===== config.mk =====
export PLATFORM = sky130hd
export DESIGN_NAME = reg_read_scoreboard
export DESIGN_NICKNAME = d
export VERILOG_FILES = /design/src/rtl/reg_read_scoreboard.sv
export SDC_FILE = /design/constraint.sdc
export NUM_CORES = 2
export LEC_CHECK = 0
export ABC_AREA = 1
export BUFFER_PORTS_ARGS = -buffer_cell sky130_fd_sc_hd__buf_2
export CAP_MARGIN = 0
export CORE_ASPECT_RATIO = 1.25
export CORE_MARGIN = 2
export CORE_UTILIZATION = 55
export CTS_CLUSTER_SIZE = 25
export DETAILED_ROUTE_END_ITERATION = 8
export GPL_ROUTABILITY_DRIVEN = 1
export PLACE_DENSITY = 0.68
export RECOVER_POWER = 100
export SKIP_CTS_REPAIR_TIMING = 1
export SKIP_LAST_GASP = 1
export SLEW_MARGIN = 0
export SYNTH_ARGS = -nofsm -noshare
export SYNTH_HDL_FRONTEND = slang
export SYNTH_SLANG_ARGS = --single-unit

===== constraint.sdc =====
create_clock -name clk -period 4.85 [get_ports clk]
set_input_delay 0.7275 -clock clk [delete_from_list [all_inputs] [get_ports clk]]
set_output_delay 0.7275 -clock clk [all_outputs]
set_load 0.05 [all_outputs]

===== src/rtl/reg_read_scoreboard.sv =====
// 32-entry register file with two combinational read ports, one write-back port and a per-register pending-write scoreboard.
// Optional macro REG_READ_BYPASS_EN enables same-cycle write-through and retire-aware hazard checks.
module reg_read_scoreboard #(
  parameter int DATA_W = 32,
  parameter int CNT_W  = 2
) (
  input  logic              clk,
  input  logic              rst,
  input  logic              issue_valid,
  input  logic              issue_we,
  input  logic [4:0]        issue_rw,
  input  logic [4:0]        rs_id,
  input  logic [4:0]        rt_id,
  input  logic              rs_used,
  input  logic              rt_used,
  input  logic              wb_we,
  input  logic [4:0]        wb_rw,
  input  logic [DATA_W-1:0] wb_data,
  output logic [DATA_W-1:0] rs_data,
  output logic [DATA_W-1:0] rt_data,
  output logic              stall_id,
  output logic              issue_fire
);

  localparam logic [CNT_W-1:0] CNT_MAX = {CNT_W{1'b1}};

  logic [31:0][DATA_W-1:0] regs_rd;
  logic [31:0][CNT_W-1:0]  pend;
  logic                    wb_active;
  logic                    issue_inc;
  logic                    rs_hazard;
  logic                    rt_hazard;
  logic                    full_hazard;

  assign wb_active = wb_we & (wb_rw != 5'd0);
  assign issue_inc = issue_fire & issue_we & (issue_rw != 5'd0);

  genvar gi;
  generate
    for (gi = 0; gi < 32; gi++) begin : g_reg
      if (gi == 0) begin : g_zero
        assign regs_rd[gi] = '0;
        assign pend[gi]    = '0;
      end else begin : g_live
        logic [DATA_W-1:0] word_q;
        logic [CNT_W-1:0]  cnt_q;
        logic [CNT_W-1:0]  cnt_d;
        logic              hit_wb;
        logic              hit_issue;

        assign hit_wb    = wb_active & (wb_rw == 5'(gi));
        assign hit_issue = issue_inc & (issue_rw == 5'(gi));

        // A decrement at zero is a protocol error; hold at zero instead of wrapping.
        always_comb begin
          cnt_d = cnt_q;
          if (hit_issue && !hit_wb) begin
            cnt_d = cnt_q + 1'b1;
          end else if (hit_wb && !hit_issue && (cnt_q != '0)) begin
            cnt_d = cnt_q - 1'b1;
          end
        end

        always_ff @(posedge clk) begin
          if (rst) begin
            word_q <= '0;
            cnt_q  <= '0;
          end else begin
            cnt_q <= cnt_d;
            if (hit_wb) begin
              word_q <= wb_data;
            end
          end
        end

        assign regs_rd[gi] = word_q;
        assign pend[gi]    = cnt_q;
      end
    end
  endgenerate

`ifdef REG_READ_BYPASS_EN
  logic rs_retire;
  logic rt_retire;
  logic rw_retire;

  assign rs_retire = wb_active & (wb_rw == rs_id);
  assign rt_retire = wb_active & (wb_rw == rt_id);
  assign rw_retire = wb_active & (wb_rw == issue_rw);

  assign rs_data = rs_retire ? wb_data : regs_rd[rs_id];
  assign rt_data = rt_retire ? wb_data : regs_rd[rt_id];

  // The retiring write no longer counts as pending, so only the last one clears the hazard.
  assign rs_hazard = rs_used & (rs_id != 5'd0) & (pend[rs_id] != '0)
                   & ~(rs_retire & (pend[rs_id] == CNT_W'(1)));
  assign rt_hazard = rt_used & (rt_id != 5'd0) & (pend[rt_id] != '0)
                   & ~(rt_retire & (pend[rt_id] == CNT_W'(1)));
  assign full_hazard = issue_we & (issue_rw != 5'd0) & (pend[issue_rw] == CNT_MAX) & ~rw_retire;
`else
  assign rs_data = regs_rd[rs_id];
  assign rt_data = regs_rd[rt_id];

  assign rs_hazard   = rs_used & (rs_id != 5'd0) & (pend[rs_id] != '0);
  assign rt_hazard   = rt_used & (rt_id != 5'd0) & (pend[rt_id] != '0);
  assign full_hazard = issue_we & (issue_rw != 5'd0) & (pend[issue_rw] == CNT_MAX);
`endif

  assign stall_id   = issue_valid & (rs_hazard | rt_hazard | full_hazard);
  assign issue_fire = issue_valid & ~stall_id;

endmodule


### After elaboration in Yosys (flattened, before gate mapping)

Cells that the tools add are included.

| operators by class | value |
|---|---|
| add/sub/neg operators | 62 |
| magnitude comparators | 3 |
| equality and inequality tests | 63 |
| muxes and demuxes | 72 |
| bitwise operators | 76 |
| reductions and logical operators | 223 |

Operators with widths:

| kind | number |
|---|---|
| $bmux W32 S5 | 2 |
| $eq A5 B5 Y1 const B | 32 |
| $mux W2 | 65 |
| $reduce_bool A2 Y1 | 64 |
| $logic_and A1 B1 Y1 | 93 |
| $eq A5 B4 Y1 const B | 16 |
| $and A1 B1 Y1 | 73 |
| $mux W32 | 2 |
| $add A2 B1 Y2 const B | 31 |
| $logic_not A1 Y1 | 62 |
| $sub A2 B1 Y2 const B | 31 |
| $eq A5 B3 Y1 const B | 8 |
| $bmux W2 S5 | 3 |
| $eq A5 B2 Y1 const B | 4 |
| $reduce_bool A5 Y1 | 4 |
| $lt A5 B6 Y1 const B | 3 |
| $eq A5 B1 Y1 const B | 2 |
| $eq A2 B2 Y1 const B | 1 |
| $or A1 B1 Y1 | 2 |
| $not A1 Y1 | 1 |

| storage, ports and cells | value |
|---|---|
| register bits after elaboration | 1,054 |
| input port bits | 59 |
| output and inout bits | 66 |

### Depth between registers and ports, before layout

| depth | value |
|---|---|
| word-level depth | 17 |
| gate-level depth with buffers | 21 |
| depth with buffers taken out | 19 |

### Worst setup path before layout

OpenSTA, ideal clock, no wires.

| timing | value |
|---|---|
| path type | input to output |
| from | input rs_id[0] |
| to | output rs_data[27] |
| arrival | 3,046 ps |
| required time | 4,123 ps |
| setup slack | 1,076 ps |
| stages | 10 |
| path buffers | 5 |
| path through | buf_2 > inv_2 > buf_2 > clkbuf_1 > buf_2 > clkbuf_1 > o21ai_0 > o2111ai_1 > o211ai_1 > a32oi_1 |

| on the way | value |
|---|---|
| longest elaborated chain between the ends | 2 |

RTL lines:

| what | RTL line | source |
|---|---|---|
| start: declaration | 12 | `input logic [4:0] rs_id,` |
| $bmux W32 S5 | 101 | `assign rs_data = regs_rd[rs_id];` |
| $mux W32 (implied by the code) | 101 |  |
| end: declaration | 19 | `output logic [DATA_W-1:0] rs_data,` |

Every way passes these cells. The select of a mux whose other input is x is not followed.

### Worst setup path after layout

| timing | value |
|---|---|
| from | input rs_id[1] |
| to | output rs_data[8] |

Same word-level chain as after synthesis.

==> run metrics <==
outcome complete, but fails checks; failing checks capacitance limit, slew limit; Synth Register Bits ~1.1k; syn nets roughly 8.3k; syn avg cell area 6.69 µm²; GRT Util Overall 44.4%; Ports roughly 130; Data required, critical path 4120 ps; Seq/Total Area, Yosys 38.1%; asr flop ratio synth 0%; Max clock buf depth 3; count of different cell masters after synthesis 38; pre-CTS WS roughly 650 ps; via/cell ratio 6.63; WL per Instance between 20 and 30 µm; RR Startpoint g_reg[10].g_live.cnt_q[1]; DR DRC count 0; pin count of the biggest net entering global routing ~190; Final ANT Viol Nets 0; DR iter-0 viols between 8k and 9k; Final GP Congestion approximately 0.94; final worst setup slack 231 ps; Core Area 100000 µm²; Max Cap Violations 40; crit start category input pin; Setup Skew 28.4 ps; DR vias 61.4k; GRT overflow 0; hold crit path type reg2reg; # setup viols final 0; leakage between 0.02 and 0.025 µW; critical path fanouts, max 47; period utilization 95.2%; largest area contributor in the netlist dfxtp_1; Initial Util between 50% and 60%; share of layout cells above drive strength 1 ~5.6%; CTS Buf Count 110; setup TNS 0 ps; Area Overhead vs Synth 8.37%; Die H 359 µm; Worst Path Arrival 3890 ps; synth warn 0; Post-Syn Area 55400 µm²; clock sink count 1054; row count 130; relative max-transition margin -135%; min-delay src g_reg[1].g_live.word_q[2]; Main synth FF type dfxtp_1; Post-synth EDFFs 0; final count of pins violating max slew between 1k and 1.5k; Die W 288 µm; Crit. Startpoint rs_id[1]; H-tree Lvls 3; nets@finish 7907; CTS root buf clkbuf_16; RSZ-0062 raised after global routing false; Fill cells between 9k and 10k; Final Hold Viols 0; clock slew at reported path FFs 60 ps; DRT Pass-1 Iters 8; power per cell area 340 nW/µm²; most frequent cell after synthesis o21ai_0; Synth top area share 38.1%; Die ar. 103000 µm²; initial antenna violation count 24; Tightest Pin Transition around 3500 ps; Crit Path Class in2out; most area-consuming cells after synthesis dfxtp_1 38%, o21ai_0 14%, a21oi_1 12%; synth cell count leaders 1580 x o21ai_0, 1298 x a21oi_1, 1054 x dfxtp_1; Gate Count Post-Synth slightly above 8k; CTS tree yes; minimum clock period approximately 4600 ps; Max Clk Rate 0.216 GHz; global-route wire length before repair 352000 µm; clk_lat worst skew roughly 750 ps; worst vdd ir 310 µV; # port buffers 124; Routed WL ~240000 µm; Post-DP HPWL 134000 µm; Worst setup EP type output port; vias in the first global route 55.5k
## critical path: stages
cell	delay [ps]
buf_4	160
inv_8	100
clkbuf_2	1130
a21oi_1	40
o21ai_0	140
o221ai_1	140
o211ai_1	180
nand2_1	140
a211oi_1	460
a31oi_1	250
clkbuf_1	370
## report_power, final
group	switching, µW	total, µW	internal, µW
sequential	47.5	8810	8760
combinational	2100	2740	643
clock	3790	8880	5090
## metal layers
metal  wire (µm)  global-route usage, %  up-vias
met4       19500                   30.7       14
met3       31200                   10.4     1151
met2      101000                   66.6     4362
met5          83                      0        -
li1            -                      -    27700
met1       86400                   56.2    28200
## state kept, by name, summed over array words and instances, names as in the netlist
| name | flops |
|---|---|
| g.g_live.cnt_q | 62 |
| g.g_live.word_q | 992 |
## cells in the final DEF, fill, tap and decap left out, types with 4 or more instances in the layout
cell	count
o21ai_0	1580
a21oi_1	1298
dfxtp_1	1054
nor2_1	850
inv_1	845
nand2_1	639
nand3_1	336
o221ai_1	253
o211ai_1	130
clkbuf_16	110
clkbuf_1	104
a31oi_1	99
buf_4	95
nand4_1	87
o2111ai_1	82
buf_2	65
clkbuf_8	40
buf_12	40
nor3_1	31
a221oi_1	25
a211oi_1	18
a22oi_1	17
clkinv_2	16
clkbuf_2	16
a32oi_1	15
diode_2	12
inv_2	11
clkinvlp_2	8
nor2_4	7
inv_6	6
o311ai_0	6
clkinv_1	6
bufinv_16	6
mux2i_1	4
a311oi_1	4
## final timing paths
path | to | slack, ps | depth (start not counted)
worst max-delay path | rs_data[8] | 230 | 11
worst min-delay path | g_reg[1].g_live.word_q[2] | 460 | 2
worst max register to register | g_reg[5].g_live.cnt_q[0] | 860 | 15
worst min register to register | g_reg[1].g_live.word_q[2] | 460 | 2
## cells by family after synthesis
family          count (synthesis)  share of synthesized area [%]
mux                             4                         0.0723
buf+inv                      1723                           11.8
simple gates                 1960                           14.5
compound gates               3537                           35.6
flops                        1054                           38.1
## through the flow
step / instance area, µm² / hold WS (ps) / total power [µW] / instances / util, %
floorplan: 55400 / 439 / 10700 / 8278 / -
global placement: 56700 / 447 / 11600 / 9056 / 56.6
detailed placement: 56700 / 453 / 11600 / 9056 / 56.6
CTS: 60400 / 462 / 20300 / 9256 / 60.3
global route: 60000 / 482 / 20900 / 9263 / 59.9
finish: 60100 / 461 / 20400 / 9268 / 59.9
## cell type report
class | count | area, µm² | area share [%]
antenna | 12 | 30.0 | 0.0500
clock buffer | 173 | 3390 | 5.64
clock inverter | 27 | 350 | 0.583
inverter | 879 | 3360 | 5.59
multi-input combinational | 5501 | 27900 | 46.4
sequential | 1054 | 21100 | 35.1
tap | 1320 | 1650 | 2.75
timing repair buffer | 302 | 2290 | 3.81
No activity file was read; power rests on OpenSTA's default activity.
